**config.mk**
```make
export PLATFORM = sky130hd
export DESIGN_NAME = fluid_board_valve_driver_flat
export DESIGN_NICKNAME = d
export VERILOG_FILES = /design/src/rtl/fluid_board_valve_driver_if.sv /design/src/rtl/fluid_board_valve_driver.sv /design/src/flat_wrapper.sv
export SDC_FILE = /design/constraint.sdc
export NUM_CORES = 1
export LEC_CHECK = 0
export CAP_MARGIN = 10
export CORE_ASPECT_RATIO = 1.2
export CORE_MARGIN = 4
export CORE_UTILIZATION = 55
export DETAILED_ROUTE_END_ITERATION = 10
export GPL_TIMING_DRIVEN = 0
export MAX_ROUTING_LAYER = met4
export PLACE_DENSITY = 0.7
export SYNTH_ARGS = -nofsm -noshare
export SYNTH_HDL_FRONTEND = slang
export SYNTH_SLANG_ARGS = --single-unit
```
**constraint.sdc**
```tcl
create_clock -name clk -period 4 [get_ports clk]
set_clock_uncertainty 0.1 [all_clocks]
set_input_delay 0.6 -clock clk [delete_from_list [all_inputs] [get_ports clk]]
set_output_delay 0.6 -clock clk [all_outputs]
set_load 0.005 [all_outputs]
```
**src/rtl/fluid_board_valve_driver_if.sv**
```systemverilog
// Request/drive bundle between the PIO output register and the peak-and-hold valve driver.
interface fluid_board_valve_driver_if #(
  parameter int CHANNELS = 16,
  parameter int PWM_W    = 8
);
  logic [CHANNELS-1:0] req_in;
  logic                enable;
  logic [PWM_W-1:0]    hold_duty;
  logic [CHANNELS-1:0] drive_out;
  logic [CHANNELS-1:0] peak_active;
  logic [CHANNELS-1:0] cooling;

  modport master (
    output req_in, enable, hold_duty,
    input  drive_out, peak_active, cooling
  );

  modport slave (
    input  req_in, enable, hold_duty,
    output drive_out, peak_active, cooling
  );
endinterface

```
**src/rtl/fluid_board_valve_driver.sv**
```systemverilog
// Per-channel peak-and-hold solenoid driver: full-on PEAK, PWM HOLD at a shared duty,
// and an enforced COOL period after release before a channel may re-energise.
module fluid_board_valve_driver #(
  parameter int CHANNELS       = 16,
  parameter int PEAK_CYCLES    = 5000,
  parameter int MIN_OFF_CYCLES = 1000,
  parameter int PWM_PERIOD     = 256,
  parameter int CNT_W          = 16,
  parameter int PWM_W          = 8
) (
  input logic                       clk,
  input logic                       reset_n,
  fluid_board_valve_driver_if.slave bus
);
  typedef enum logic [1:0] {
    ST_IDLE = 2'd0,
    ST_PEAK = 2'd1,
    ST_HOLD = 2'd2,
    ST_COOL = 2'd3
  } state_t;

  localparam logic [CNT_W-1:0] PEAK_LOAD = CNT_W'(PEAK_CYCLES - 1);
  localparam logic [CNT_W-1:0] COOL_LOAD = CNT_W'(MIN_OFF_CYCLES - 1);
  localparam logic [PWM_W-1:0] PWM_LAST  = PWM_W'(PWM_PERIOD - 1);

  logic [PWM_W-1:0]    r_pwm_cnt;
  logic                w_pwm_on;
  logic [CHANNELS-1:0] w_go;

  // Duty at or above the period never fails the compare, so hold drive stays high.
  assign w_pwm_on = (r_pwm_cnt < bus.hold_duty);
  assign w_go     = bus.req_in & {CHANNELS{bus.enable}};

  // Shared free-running hold-phase PWM counter
  always_ff @(posedge clk or negedge reset_n) begin
    if (!reset_n) begin
      r_pwm_cnt <= '0;
    end else if (r_pwm_cnt >= PWM_LAST) begin
      r_pwm_cnt <= '0;
    end else begin
      r_pwm_cnt <= r_pwm_cnt + PWM_W'(1);
    end
  end

  for (genvar g = 0; g < CHANNELS; g++) begin : g_ch
    state_t           r_state;
    logic [CNT_W-1:0] r_timer;
    logic             r_drive;
    logic             r_peak;
    logic             r_cool;

    assign bus.drive_out[g]   = r_drive;
    assign bus.peak_active[g] = r_peak;
    assign bus.cooling[g]     = r_cool;

    // Channel state machine; outputs are registered alongside the next state.
    always_ff @(posedge clk or negedge reset_n) begin
      if (!reset_n) begin
        r_state <= ST_IDLE;
        r_timer <= '0;
        r_drive <= 1'b0;
        r_peak  <= 1'b0;
        r_cool  <= 1'b0;
      end else begin
        case (r_state)
          ST_IDLE: begin
            if (w_go[g]) begin
              r_state <= ST_PEAK;
              r_timer <= PEAK_LOAD;
              r_drive <= 1'b1;
              r_peak  <= 1'b1;
              r_cool  <= 1'b0;
            end else begin
              r_drive <= 1'b0;
              r_peak  <= 1'b0;
              r_cool  <= 1'b0;
            end
          end
          ST_PEAK: begin
            if (!w_go[g]) begin
              r_state <= ST_COOL;
              r_timer <= COOL_LOAD;
              r_drive <= 1'b0;
              r_peak  <= 1'b0;
              r_cool  <= 1'b1;
            end else if (r_timer == '0) begin
              r_state <= ST_HOLD;
              r_drive <= w_pwm_on;
              r_peak  <= 1'b0;
              r_cool  <= 1'b0;
            end else begin
              r_timer <= r_timer - CNT_W'(1);
              r_drive <= 1'b1;
              r_peak  <= 1'b1;
              r_cool  <= 1'b0;
            end
          end
          ST_HOLD: begin
            if (!w_go[g]) begin
              r_state <= ST_COOL;
              r_timer <= COOL_LOAD;
              r_drive <= 1'b0;
              r_peak  <= 1'b0;
              r_cool  <= 1'b1;
            end else begin
              r_drive <= w_pwm_on;
              r_peak  <= 1'b0;
              r_cool  <= 1'b0;
            end
          end
          ST_COOL: begin
            // Request is deliberately ignored here; IDLE must be visited before re-arming.
            if (r_timer == '0) begin
              r_state <= ST_IDLE;
              r_cool  <= 1'b0;
            end else begin
              r_timer <= r_timer - CNT_W'(1);
              r_cool  <= 1'b1;
            end
            r_drive <= 1'b0;
            r_peak  <= 1'b0;
          end
          default: begin
            r_state <= ST_IDLE;
            r_timer <= '0;
            r_drive <= 1'b0;
            r_peak  <= 1'b0;
            r_cool  <= 1'b0;
          end
        endcase
      end
    end
  end
endmodule

```
**src/flat_wrapper.sv**
```systemverilog
// flat-port wrapper written by rule: the top's interface ports become plain ports
module fluid_board_valve_driver_flat 
#(
  parameter int CHANNELS       = 16,
  parameter int PEAK_CYCLES    = 5000,
  parameter int MIN_OFF_CYCLES = 1000,
  parameter int PWM_PERIOD     = 256,
  parameter int CNT_W          = 16,
  parameter int PWM_W          = 8
)
  (clk, reset_n, bus_req_in, bus_enable, bus_hold_duty, bus_drive_out, bus_peak_active, bus_cooling);
  fluid_board_valve_driver_if #(.CHANNELS(CHANNELS), .PWM_W(PWM_W)) bus_i ();
  input logic clk;
  input logic reset_n;
  input wire logic [$bits(bus_i.req_in)-1:0] bus_req_in;
  input wire logic [$bits(bus_i.enable)-1:0] bus_enable;
  input wire logic [$bits(bus_i.hold_duty)-1:0] bus_hold_duty;
  output wire logic [$bits(bus_i.drive_out)-1:0] bus_drive_out;
  output wire logic [$bits(bus_i.peak_active)-1:0] bus_peak_active;
  output wire logic [$bits(bus_i.cooling)-1:0] bus_cooling;
  assign bus_i.req_in = bus_req_in;
  assign bus_i.enable = bus_enable;
  assign bus_i.hold_duty = bus_hold_duty;
  assign bus_drive_out = bus_i.drive_out;
  assign bus_peak_active = bus_i.peak_active;
  assign bus_cooling = bus_i.cooling;
  fluid_board_valve_driver #(.CHANNELS(CHANNELS), .PEAK_CYCLES(PEAK_CYCLES), .MIN_OFF_CYCLES(MIN_OFF_CYCLES), .PWM_PERIOD(PWM_PERIOD), .CNT_W(CNT_W), .PWM_W(PWM_W)) u_core (.clk(clk), .reset_n(reset_n), .bus(bus_i));
endmodule
```
==> results of run 1 <==
-- worst max path at each step --
stage | from | end | slack, ns | cells after the start
after floorplan | u_core.g_ch[10].r_timer[0] | u_core.g_ch[10].r_timer[12] | 1.56 | 7
after global placement | reset_n | u_core.g_ch[0].r_timer[7] | -12.98 | 1
after detailed placement | bus_enable | u_core.g_ch[7].r_timer[8] | -0.10 | 9
after CTS | bus_enable | u_core.g_ch[7].r_timer[8] | 0.50 | 9
after global routing | bus_enable | u_core.g_ch[9].r_timer[15] | 0.29 | 8
final | bus_enable | u_core.g_ch[7].r_timer[5] | 0.39 | 8
-- power by group through the flow --
stage	registers [mW]	clock network, mW	logic, mW
after floorplan	5.49	0	8.10
after global placement	5.71	0	10.3
after detailed placement	5.75	0	10.6
after CTS	5.71	3.94	10.6
after global routing	5.91	4.08	12.0
final	5.74	3.83	10.7
-- state kept, by name (all words and copies together) (netlist names) --
register	cells
u_core.g_ch.r_state	32
u_core.g_ch.r_drive	16
u_core.r_pwm_cnt	8
u_core.g_ch.r_cool	16
u_core.g_ch.r_peak	16
u_core.g_ch.r_timer	256
-- layout make-up --
type / instances / area, sq um / share of cell area, %
Buffer: 142 / 724 / 2.88
Clock buffer: 59 / 1220 / 4.86
Clock inverter: 12 / 163 / 0.646
Inverter: 115 / 432 / 1.72
Multi-Input combinational cell: 1934 / 12500 / 49.8
Sequential cell: 344 / 8610 / 34.2
Tap cell: 533 / 667 / 2.65
Timing Repair Buffer: 77 / 812 / 3.23
-- placed cells by master, fill, tap and decap left out, types with 73 or more instances in the layout --
master           count
a21oi_1            213
a31oi_1            106
clkbuf_1            90
clkdlybuf4s50_1     73
dfrtp_1            344
ha_1               119
inv_1              115
nand2_1            122
nor2_1             259
nor3_1             102
o21ai_0            164
-- worst max-delay path, cell delays in order --
cell and delay [ns]:
clkdlybuf4s50_1 0.62, buf_2 0.48, buf_2 0.49, a21boi_0 0.33, nor4_1 0.93, nand4b_1 0.18
o211ai_1 0.13, o311ai_0 0.14
-- per-layer routing --
metal | routed length [um] | track usage, %
met3 | 3030 | 3.96
met2 | 26900 | 41.6
met4 | 1170 | 6.53
met1 | 24800 | 34.1
met5 | 0 | -
-- through the flow --
stage	cell area, sq um	util (%)	setup slack [ns]	power [mW]	hold WS [ns]
after global routing	25200	63.0	0.290	22.0	0.0870
after CTS	25200	63.0	0.496	20.3	0.0370
after detailed placement	23800	59.5	-0.101	16.3	0.366
after floorplan	22300	-	1.56	13.6	0.204
final	25200	63.0	0.393	20.3	0.00639
after global placement	23700	59.4	-12.98	16.0	0.358
-- logic make-up (layout without fill, tap and decap cells) --
group                      count (synthesis)  in the layout  synth area share [%]
AOI/OAI and AO/OA                        918            918                  27.5
xor gates and xnor gates                  20             20                 0.786
adders and majority gates                119            119                  6.68
buffers and inverters                    257            405                  5.18
DFF                                      344            344                  38.6
muxes                                     36             36                  1.73
and+or+nand+nor                          841            841                  19.5
==> flow_metrics.tcl, run 1 <==
set metrics [dict create \
    status "finished clean" \
    finalHoldViolations 0 \
    synthesis.area_sq_um 22300 \
    netlist_instances 2535 \
    ys_seq_area_share_pct 38.6 \
    worstMarginPinSlew_ns 1.21 \
    syn_to_final_growth_pct 12.9 \
    postCtsSetupBuffers 0 \
    cts_htree_levels 2 \
    drive_gt1_share_pct 7.16 \
    power_frac_clock_pct 18.9 \
    power.switching_mw 8.86 \
    maxCapViolCount 0 \
    fmax_mhz 277 \
    dp.cells 3145 \
    die_x_um 192 \
    antennaDiodeCount 0 \
    rows 80 \
    maxSlewViolCount 0 \
    avgViaCountPerCell 6.42 \
    vdd_ir_drop_max_mv 0.428 \
    cts_resized 0 \
    maxSlewHeadroom_pct 19.1 \
    crit_type "in2reg" \
    cts-root-buf "clkbuf_16" \
    firstDrtPassIters 7 \
    critPathArrivalTime_ns 3.91 \
    post-route-drc-count 0 \
    vias 20600 \
    cts_buffer_depth 3 \
    totalWireLength_um 55900 \
    route.detailed.wl_per_inst_um 17.4 \
    holdCritPathClass "in2async" \
    powerDensity_nw_per_um2 807 \
    min_period_ns 3.61 \
    synth_top_area_share_pct 38.6 \
    synth_cell_types 79 \
    r2r_cells 5 \
    synthTopCellsByCount "dfrtp_1, nor2_1, a21oi_1" \
    yosys_warnings 0 \
    fill_cells 3396 \
    cts_tree "built" \
    power.internal_mw 11.4 \
    cts.clk_slew.worst_paths_ns 0.06 \
    dieArea_sq_um 43800 \
    place_hpwl_um 39000 \
    cp.required_ns 4.30 \
    async_flop_share_pct 100 \
    grt_antenna_before_repair 1 \
    yosysMostFrequentCell "dfrtp_1" \
    synth.area.top_cells "dfrtp_1, ha_1, a21oi_1, nor2_1, o21ai_0" \
    r2r_start "u_core.r_pwm_cnt[7]" \
    tns_ns 0 \
    top_level_ports 75 \
    grt_usage_pct 25.7 \
    core_area_sq_um 39900 \
    clock_latency_ns 0.56 \
    period_share_pct 90.2 \
    rr_endpoint "u_core.g_ch[12].r_drive" \
    syn-mean-instance-area_sq_um 8.80 \
    grt_first_pass_wirelength_um 94700 \
    die_h_um 229 \
    drtIter0Drc 1442 \
    cts_buffers 39 \
    synth_edf_count 0 \
    finalNonFillerCells 3216 \
    place.gp.congestion 0.904 \
    ff2ff_setup_slack_ns 0.87 \
    synth_top_flop_cell "dfrtp_1" \
    io_buffers 74 \
    grt_max_degree 119 \
    ys_seq_elements 344 \
    nets 2799 \
    grt_pass1_vias 19600 \
    seqPwrFrac_pct 28.3 \
    switching_share_pct 43.6 \
    cts-hold-fix-buffers 0 \
    antenna_left 0 \
    setup_viol 0 \
    comb_power_share_pct 52.9 \
    synth_nets 2681 \
    synth.largest_area_cell "dfrtp_1" \
    path_max_fanout 10 \
    rsz0062_at_grt "false" \
    initial_core_util_pct 55.8 \
    setup.worst_path.start_class "primary input" \
    cp-end-kind "flop" \
    overflow 0 \
    leakagePower_nw 10.7 \
    cts_sinks 344 \
]
No activity file was read; power rests on OpenSTA's default activity.
==> run 2: changes to the inputs <==
--- a/config.mk
+++ b/config.mk
@@ -10,6 +10,7 @@
 export CORE_MARGIN = 4
 export CORE_UTILIZATION = 55
 export DETAILED_ROUTE_END_ITERATION = 10
+export GPL_ROUTABILITY_DRIVEN = 0
 export GPL_TIMING_DRIVEN = 0
 export MAX_ROUTING_LAYER = met4
 export PLACE_DENSITY = 0.7
==> run 2 against run 1 <==
  * Clock-buffer cell count decreased by 5
  * Utilization increased by 0.13 points
  * Sequential share of layout area shrank 0.071 points
  * Critical endpoint is now u_core.g_ch[7].r_timer[9]
  * Highest routed layer unchanged
==> flow_metrics.tcl, run 2 (same netlist as run 1, synthesis figures left out) <==
set metrics [dict create \
    post-place-ws_ns -0.0854 \
    vias 20600 \
    cts_buffers 40 \
    finalHoldViolations 0 \
    path_max_fanout 10 \
    setup.worst_path.start_class "primary input" \
    nets 2802 \
    initial_core_util_pct 55.8 \
    totalWireLength_um 55900 \
    cp.required_ns 4.34 \
    drtIter0Drc 1487 \
    status "finished clean" \
    worstMarginPinSlew_ns 1.23 \
    setup_viol 0 \
    tns_ns 0 \
    grt_usage_pct 25.4 \
    antenna_left 0 \
    reg_top3 "u_core.g_ch.r_timer: 256 flops, u_core.g_ch.r_state: 32 flops" \
    layout_common_cells "dfrtp_1, nor2_1, a21oi_1" \
    place_hpwl_um 38900 \
    route.detailed.wl_per_inst_um 17.4 \
    place_area_sq_um 23800 \
    cts-root-buf "clkbuf_16" \
    cts.clk_slew.worst_paths_ns 0.06 \
    firstDrtPassIters 6 \
    core_area_sq_um 39900 \
    setup_slack_ns 0.381 \
    cts_buffer_depth 3 \
    fin_area_sq_um 25200 \
    final_common_cell "dfrtp_1" \
    maxSlewViolCount 0 \
    holdCritPathClass "reg2reg" \
    rows 80 \
    rsz0062_at_grt "false" \
    min_period_ns 3.62 \
    cts_sinks 344 \
    antennaDiodeCount 0 \
    powerDensity_nw_per_um2 809 \
    io_buffers 74 \
    grt_max_degree 115 \
    top_level_ports 75 \
    critPathArrivalTime_ns 3.96 \
    clock_latency_ns 0.55 \
    vdd_ir_drop_max_mv 0.415 \
    crit_type "in2reg" \
    grt_pass1_vias 19500 \
    leakagePower_nw 10.7 \
    post-route-drc-count 0 \
    avgViaCountPerCell 6.40 \
    overflow 0 \
    max_flop_register "u_core.g_ch.r_timer" \
    period_share_pct 90.5 \
    die_x_um 192 \
    dieArea_sq_um 43800 \
    die_h_um 229 \
    maxCapViolCount 0 \
    cp-end-kind "flop" \
    cts_resized 0 \
    fmax_mhz 276 \
    largest_reg_flops 256 \
    drive_gt1_share_pct 7.19 \
    syn_to_final_growth_pct 13.1 \
    grt_antenna_before_repair 0 \
    grt_first_pass_wirelength_um 93400 \
    maxSlewHeadroom_pct 18.1 \
    cts_tree "built" \
    cts_htree_levels 2 \
    hold_ws_ns 0.377 \
]
==> run 2: cell count changes in the layout (fill, tap and decap cells not counted), sizes merged <==
cell / previous run / this run
dlygate4sd3: 0 / 1
clkinv: 7 / 9
bufinv: 4 / 6
buf: 61 / 62
clkbuf: 144 / 139
==> run 2: per-layer routing <==
metal  share of wire, %  global-route usage (%)
met1                 44                    33.1
met2                 48                    41.5
met3                5.0                    2.96
met4                2.7                    8.28
met5                  0                       -
==> run 2: final cells by class <==
cell class | count | area (sq um)
Fill cell | 3361 | 14700
Timing Repair Buffer | 79 | 846
Buffer | 142 | 724
Inverter | 115 | 432
Clock inverter | 16 | 240
Clock buffer | 54 | 1160
Multi-Input combinational cell | 1934 | 12500
Tap cell | 533 | 667
Sequential cell | 344 | 8610
==> run 2: path summary, 6_finish.rpt <==
kind	endpoint	slack [ns]	depth (start not counted)	from
min in group asynchronous	u_core.g_ch[4].r_timer[11]	0.45	2	reset_n
worst min register to register	u_core.g_ch[9].r_timer[14]	0.38	1	u_core.g_ch[9].r_timer[14]
worst max register to register	u_core.g_ch[12].r_drive	0.88	6	u_core.r_pwm_cnt[6]
worst max-delay path	u_core.g_ch[7].r_timer[9]	0.38	9	bus_enable
worst min-delay path	u_core.g_ch[9].r_timer[14]	0.38	1	u_core.g_ch[9].r_timer[14]
max in group asynchronous	u_core.g_ch[10].r_timer[7]	2.03	4	reset_n
==> run 2: power by group <==
part	leakage, nW	internal (mW)	switching, mW
clock network	0.695	2.42	1.47
logic	5.71	4.43	6.33
registers	4.28	4.65	1.09
total	10.7	11.5	8.89
==> run 2: repair_timing <==
action                                  in CTS  in global routing
endpoints found under the hold margin       48                  0
setup buffers                                0                  0
hold buffers                                 1                  0
endpoints found under the setup margin       0                  0
==> run 2: per-stage QoR <==
| stage | util, % | power [mW] | instances |
|---|---|---|---|
| floorplan | - | 13.6 | 2535 |
| CTS | 63.1 | 20.4 | 3217 |
| global placement | 59.4 | 16.0 | 3142 |
| detailed placement | 59.6 | 16.4 | 3146 |
| global route | 63.1 | 22.1 | 3217 |
| finish | 63.1 | 20.4 | 3217 |
==> run 2: critical path, stage by stage <==
cell and delay (ns):
clkdlybuf4s50_1 0.60, buf_2 0.46, buf_2 0.39, buf_2 0.45, nand2_1 0.24, a21oi_1 0.31, nor3b_1 0.53, a21oi_1 0.14
o22a_1 0.21
